[config.mk]
export PLATFORM = sky130hd
export DESIGN_NAME = i2s_rx
export DESIGN_NICKNAME = d
export VERILOG_FILES = /design/src/rtl/i2s_rx.sv
export SDC_FILE = /design/constraint.sdc
export NUM_CORES = 1
export LEC_CHECK = 0
export CAP_MARGIN = 20
export CORE_ASPECT_RATIO = 1.75
export CORE_MARGIN = 2
export CORE_UTILIZATION = 30
export CTS_BUF_LIST = sky130_fd_sc_hd__clkbuf_4 sky130_fd_sc_hd__clkbuf_8 sky130_fd_sc_hd__clkbuf_16
export DETAILED_ROUTE_END_ITERATION = 10
export GPL_TIMING_DRIVEN = 0
export RECOVER_POWER = 50
export SLEW_MARGIN = 5
export SYNTH_ARGS = -nofsm -noshare
export SYNTH_HDL_FRONTEND = slang
export SYNTH_SLANG_ARGS = --single-unit
[constraint.sdc]
create_clock -name pin_clk_12mhz -period 4.9 [get_ports pin_clk_12mhz]
set_clock_uncertainty 0.15 [all_clocks]
set_input_delay 0.98 -clock pin_clk_12mhz [delete_from_list [all_inputs] [get_ports pin_clk_12mhz]]
set_output_delay 0.98 -clock pin_clk_12mhz [all_outputs]
set_load 0.02 [all_outputs]
[src/rtl/i2s_rx.sv]
// i2s_rx: I2S receiver, oversampled in the pin_clk_12mhz domain.
// Deserialises BCLK/LRCLK/SDATA into parallel left/right PCM samples and
// issues one sample_valid strobe per good stereo frame.
//
// Ports:
//   pin_clk_12mhz  system clock (all logic runs here)
//   rst            asynchronous active-high reset
//   i2s_bclk       I2S bit clock, asynchronous to pin_clk_12mhz
//   i2s_lrclk      I2S word select (0 = left, 1 = right)
//   i2s_sdata      I2S serial data, MSB first
//   left_sample    last complete left sample (left-aligned, SAMPLE_W bits)
//   right_sample   last complete right sample (left-aligned, SAMPLE_W bits)
//   sample_valid   one-cycle strobe; a new left/right pair is presented
//   frame_error    sticky; a slot length fell outside [SLOT_MIN, SLOT_MAX]
//   locked         high once a full left+right frame has been received
//
// Build option: define I2S_RX_LJ_EN for left-justified input (no 1-bit
// delay). Without it the standard I2S 1-bit-delay format is received.
module i2s_rx #(
  parameter int SAMPLE_W = 24,
  parameter int SLOT_MAX = 32,
  parameter int SLOT_MIN = 16
) (
  input  logic                pin_clk_12mhz,
  input  logic                rst,
  input  logic                i2s_bclk,
  input  logic                i2s_lrclk,
  input  logic                i2s_sdata,
  output logic [SAMPLE_W-1:0] left_sample,
  output logic [SAMPLE_W-1:0] right_sample,
  output logic                sample_valid,
  output logic                frame_error,
  output logic                locked
);

  localparam logic [1:0] ST_WAIT_SYNC = 2'd0;
  localparam logic [1:0] ST_LEFT      = 2'd1;
  localparam logic [1:0] ST_RIGHT     = 2'd2;
  localparam logic [1:0] ST_OUTPUT    = 2'd3;

  localparam logic [SAMPLE_W-1:0] MSB_ONE = {1'b1, {(SAMPLE_W-1){1'b0}}};
  // idle_cnt reaching this value with no edge marks the 1024th idle clock
  localparam logic [9:0] STALL_LIMIT = 10'd1023;

  // ---------------------------------------------------------------------
  // Pin synchronisers and BCLK rising-edge detection
  // ---------------------------------------------------------------------
  logic [1:0] bclk_sync;
  logic [1:0] lrclk_sync;
  logic [1:0] sdata_sync;
  logic       bclk_prev;

  always_ff @(posedge pin_clk_12mhz or posedge rst) begin
    if (rst) begin
      bclk_sync  <= 2'b00;
      lrclk_sync <= 2'b00;
      sdata_sync <= 2'b00;
      bclk_prev  <= 1'b0;
    end else begin
      bclk_sync  <= {bclk_sync[0], i2s_bclk};
      lrclk_sync <= {lrclk_sync[0], i2s_lrclk};
      sdata_sync <= {sdata_sync[0], i2s_sdata};
      bclk_prev  <= bclk_sync[1];
    end
  end

  logic bclk_rise;
  logic lr_now;
  logic sd_now;
  logic lr_prev;
  logic transition;

  assign bclk_rise  = bclk_sync[1] & ~bclk_prev;
  assign lr_now     = lrclk_sync[1];
  assign sd_now     = sdata_sync[1];
  assign transition = bclk_rise & (lr_now != lr_prev);

  // ---------------------------------------------------------------------
  // BCLK stall watchdog
  // ---------------------------------------------------------------------
  logic [9:0] idle_cnt;
  logic       stall;

  always_ff @(posedge pin_clk_12mhz or posedge rst) begin
    if (rst) begin
      idle_cnt <= 10'd0;
    end else if (bclk_rise) begin
      idle_cnt <= 10'd0;
    end else if (idle_cnt != STALL_LIMIT) begin
      idle_cnt <= idle_cnt + 10'd1;
    end
  end

  assign stall = (idle_cnt == STALL_LIMIT) && !bclk_rise;

  // ---------------------------------------------------------------------
  // Slot shifter datapath
  // ---------------------------------------------------------------------
  logic [1:0]          state;
  logic [SAMPLE_W-1:0] shifter;
  logic [SAMPLE_W-1:0] left_hold;
  logic [5:0]          bit_cnt;

  logic [SAMPLE_W-1:0] shift_in;   // shifter with the current bit placed
  logic [5:0]          cnt_inc;    // saturating bit count + 1
  logic [SAMPLE_W-1:0] close_word; // value of the slot that is closing
  logic [5:0]          close_len;  // length of the slot that is closing
  logic [SAMPLE_W-1:0] open_word;  // shifter contents for the new slot
  logic [5:0]          open_cnt;   // bit count for the new slot
  logic                len_ok;

  always_comb begin
    // The bit lands at position SAMPLE_W-1-bit_cnt; once bit_cnt reaches
    // SAMPLE_W the mask shifts out to zero, so extra bits are discarded
    // and short slots keep zero LSBs.
    shift_in = sd_now ? (shifter | (MSB_ONE >> bit_cnt)) : shifter;
    cnt_inc  = (bit_cnt == 6'd63) ? bit_cnt : bit_cnt + 6'd1;
`ifdef I2S_RX_LJ_EN
    // Left-justified: the transition bit is the MSB of the new slot.
    close_word = shifter;
    close_len  = bit_cnt;
    open_word  = sd_now ? MSB_ONE : '0;
    open_cnt   = 6'd1;
`else
    // I2S: the transition bit is the LSB of the slot that is ending.
    close_word = shift_in;
    close_len  = cnt_inc;
    open_word  = '0;
    open_cnt   = 6'd0;
`endif
    len_ok = (int'(close_len) >= SLOT_MIN) && (int'(close_len) <= SLOT_MAX);
  end

  // ---------------------------------------------------------------------
  // Frame FSM
  // ---------------------------------------------------------------------
  always_ff @(posedge pin_clk_12mhz or posedge rst) begin
    if (rst) begin
      state        <= ST_WAIT_SYNC;
      lr_prev      <= 1'b0;
      shifter      <= '0;
      left_hold    <= '0;
      bit_cnt      <= 6'd0;
      left_sample  <= '0;
      right_sample <= '0;
      sample_valid <= 1'b0;
      frame_error  <= 1'b0;
      locked       <= 1'b0;
    end else begin
      sample_valid <= 1'b0;
      if (bclk_rise) begin
        lr_prev <= lr_now;
      end

      if (stall) begin
        state  <= ST_WAIT_SYNC;
        locked <= 1'b0;
      end else begin
        case (state)
          ST_WAIT_SYNC: begin
            // Only a right-to-left boundary starts a frame
            if (transition && !lr_now) begin
              shifter <= open_word;
              bit_cnt <= open_cnt;
              state   <= ST_LEFT;
            end
          end

          ST_LEFT, ST_RIGHT: begin
            if (transition) begin
              shifter <= open_word;
              bit_cnt <= open_cnt;
              if (!len_ok) begin
                frame_error <= 1'b1;
                locked      <= 1'b0;
                state       <= ST_WAIT_SYNC;
              end else if (state == ST_LEFT) begin
                left_hold <= close_word;
                state     <= ST_RIGHT;
              end else begin
                // Outputs and strobe register here so they are visible
                // during the single OUTPUT cycle.
                left_sample  <= left_hold;
                right_sample <= close_word;
                sample_valid <= 1'b1;
                locked       <= 1'b1;
                state        <= ST_OUTPUT;
              end
            end else if (bclk_rise) begin
              shifter <= shift_in;
              bit_cnt <= cnt_inc;
            end
          end

          default: begin
            // ST_OUTPUT lasts one cycle; the new left slot is already open.
            if (bclk_rise && !transition) begin
              shifter <= shift_in;
              bit_cnt <= cnt_inc;
            end
            state <= ST_LEFT;
          end
        endcase
      end
    end
  end

endmodule

==> impl_metrics.toml <==
[status]
status = "finished with violations"
violations = "max-capacitance violations, max-slew violations"

[setup_path]
r2r_end = "left_sample[19]$_DFFE_PP0P_"
crit_path_end_kind = "flip-flop"
worstPathArrival_ns = 3.29
worst_setup_path_start_kind = "flip-flop"
crit_required_ns = 5.04
path_max_fanout = 10
path_class = "flip-flop to flip-flop"
timing.reg2reg.setup_slack_ns = 1.75
worstRegToRegCells = 9
rr_startpoint = "bit_cnt[0]$_DFFE_PP0P_"

[synthesis]
post-synth-top-area-fraction_pct = 58.0
synth-seq-cells = 125
yosys_most_used_dff = "dfrtp_1"
synthDistinctLibCells = 48
postSynthNetCount = 420
yosys.area.top_type = "dfrtp_1"
synthCells = 405
synth_edf_count = 0
synth_warnings = 0
ys_seq_area_share_pct = 58.0
avgSynthCellArea_um2 = 13.3
postSynth.asyncResetShare_pct = 100
yosysMostFrequentCell = "dfrtp_1"
ys_top_cells_by_area = "dfrtp_1 (58%), mux2_2 (13%), a22o_1 (2.8%), a21o_1 (2.5%), mux2_4 (2.5%)"
syn-cell-area_um2 = 5400
synth.top_cells.by_count = "dfrtp_1 (125), mux2_2 (63), nor2_1 (24), a21o_1 (18), a22o_1 (17)"

[detailed_routing]
drc = 0
drtIter0Drc = 158
drtPass1Iterations = 6
drt_wl_total_mm = 11.8
via_per_inst = 4.85
post_drt_wl_per_cell_um = 16.3
num_vias = 3510
ant_nets = 0

[worst_hold_path]
worst_hold_path.num_cells = 0
hold_start = "lrclk_sync[0]$_DFF_PP0_"
holdPathEnd = "lrclk_sync[1]$_DFF_PP0_"
hold_class = "flip-flop to flip-flop"

[pwr]
total_power_mw = 2.78
vdd_drop_max_uv = 196
seqPwrFrac_pct = 41.1
p_int_mw = 1.99
p_sw_mw = 0.784
power_density_nw_per_um2 = 406
switching_share_pct = 28.2
leakage_nw = 3.28
p_clk_share_pct = 44.5
p_comb_share_pct = 14.3

[timing]
fin_crit_sh_pct = 64.3
min_period_ns = 3.15
hold_viol = 0
fmax_mhz = 317
rsz0062_at_grt = "no"
slew_violations = 47
setup_viol = 0
slew_headroom_pct = -42.9
whs_ns = 0.199
worst_pin_slew_ns = 2.13

[layout]
drive_gt1_share_pct = 26.6
layout.nets = 495
antenna_cells = 0
register_area_um2 = 3130
multi_input_area_um2 = 2120
fillCellCount = 1660
syn_to_final_growth_pct = 26.8

[clock_network]
cts.clk_slew.worst_paths_ns = 0.06
cts_setup_buffers = 0
cts_tree = "done"
cts_buffer_depth = 2
clkSinkCount = 125
htree_num_levels = 4
clk_latency_ns = 0.41
cts_made_buffers = 17
cts-root-buf = "clkbuf_16"
cts-resized-gates = 0
hold_buffers = 0

[placement]
place.port_buffers = 55
hpwlAfterDp_mm = 8.43
gp_routability_congestion = 0.835

[global_route]
grt_max_degree = 80
gr-total-overflow = 0
grt_usage_pct = 13.0
antenna_found_initial = 0
grt_pass1_vias = 3706
grt_pass1_wl_mm = 19.5

[die]
ios = 56
die_h_um = 181
core-area_um2 = 17500
num_rows = 64
dieArea_um2 = 19100
chipWidth_um = 105
initial_core_util_pct = 30.8

[job]
maxCapViolCount = 1
==> cell usage in the layout, fill, tap and decap left out, types with 4 or more instances in the layout <==
master,synthesis,routed
a21o_1,18,18
a21oi_1,10,10
a22o_1,17,17
a31o_2,9,9
a31oi_1,8,8
and3_1,6,6
buf_4,5,5
clkbuf_1,7,7
clkbuf_16,0,17
clkdlybuf4s50_1,0,51
dfrtp_1,125,125
dlygate4sd3_1,0,4
ha_1,10,10
inv_1,7,6
mux2_2,63,63
mux2_4,9,9
nand2_1,16,16
nand2b_1,6,6
nand3_1,6,6
nor2_1,24,24
nor2b_1,7,7
o21ai_0,5,5
xnor2_1,4,4
xor2_1,4,4
==> power by group through the flow <==
| stage | clock, mW | combinational [mW] | sequential [mW] |
|---|---|---|---|
| after floorplan | 0 | 0.268 | 1.15 |
| after global placement | 0 | 0.384 | 1.16 |
| after detailed placement | 0 | 0.398 | 1.16 |
| after CTS | 1.26 | 0.401 | 1.14 |
| after global routing | 1.32 | 0.437 | 1.15 |
| final | 1.24 | 0.398 | 1.14 |
==> cell families (layout without fill, tap and decap cells) <==
logic type | Yosys count | count (layout) | share of synthesized area [%]
AO/OA/AOI/OAI | 82 | 82 | 11.8
XOR/XNOR | 8 | 8 | 1.30
adder cells (fa/ha/maj) | 10 | 10 | 2.32
buffers and inverters | 24 | 112 | 2.53
flip-flops | 125 | 125 | 58.0
multiplexers | 74 | 74 | 16.0
AND/OR/NAND/NOR | 82 | 82 | 8.05
==> per-layer routing <==
| metal | up-vias | GRT usage [%] | wire length [um] | share of wire (%) |
|---|---|---|---|---|
| li1 | 1625 | - | - | - |
| met1 | 1783 | 14.1 | 4620 | 39 |
| met3 | 19 | 3.16 | 440 | 3.7 |
| met5 | - | 0 | 0 | 0 |
| met2 | 83 | 23.3 | 6400 | 54 |
| met4 | 0 | 6.67 | 363 | 3.1 |
==> flip-flops by register name, indices dropped and copies added (netlist names) <==
name and flops:
shifter 24, bclk_prev 1, state 2, bit_cnt 6, sample_valid 1, lrclk_sync 2, locked 1, idle_cnt 10
left_sample 24, lr_prev 1, left_hold 24, sdata_sync 2, right_sample 24, bclk_sync 2, frame_error 1
==> worst max path at each step <==
| stage | start | end | slack (ns) | cells past startpoint |
|---|---|---|---|---|
| final | bit_cnt[0]$_DFFE_PP0P_ | left_sample[19]$_DFFE_PP0P_ | 1.75 | 9 |
| after global routing | bit_cnt[1]$_DFFE_PP0P_ | left_sample[18]$_DFFE_PP0P_ | 1.62 | 9 |
| after CTS | bit_cnt[0]$_DFFE_PP0P_ | left_hold[11]$_DFFE_PP0P_ | 1.96 | 8 |
| after detailed placement | bit_cnt[0]$_DFFE_PP0P_ | left_hold[11]$_DFFE_PP0P_ | 1.97 | 8 |
| after global placement | rst | left_sample[20]$_DFFE_PP0P_ | -1.20 | 2 |
| after floorplan | rst | bclk_prev$_DFF_PP0_ | 0.44 | 1 |
==> layout make-up <==
class / count / share of cell area (%)
flip-flops and latches: 125 / 45.7
multi-input cells: 256 / 31.0
repair buffers: 56 / 8.45
clock buffers: 19 / 6.53
well taps: 231 / 4.22
clock inverters: 13 / 2.07
plain buffers: 17 / 1.61
inverters: 7 / 0.402
==> worst max-delay path: stages (launching register included) <==
cell and delay [ns]:
dfrtp_1 0.47, ha_1 0.32, ha_1 0.31, nor2b_1 0.17
o2111ai_1 0.18, a21boi_0 0.63, a21oi_4 0.16, buf_6 0.19
buf_12 0.15, mux2_4 0.30
==> per-stage QoR <==
stage / setup TNS (ns) / util, % / instances / instance area (um2) / setup WS (ns)
6_report: 0 / 39.0 / 724 / 6840 / 1.75
5_1_grt: 0 / 39.0 / 724 / 6840 / 1.62
4_1_cts: 0 / 39.1 / 724 / 6860 / 1.96
3_5_place_dp: 0 / 35.7 / 692 / 6270 / 1.97
3_3_place_gp: -148.59 / 35.6 / 691 / 6240 / -1.20
2_1_floorplan: 0 / - / 405 / 5400 / 0.442
(Power assumes the default switching activity.)
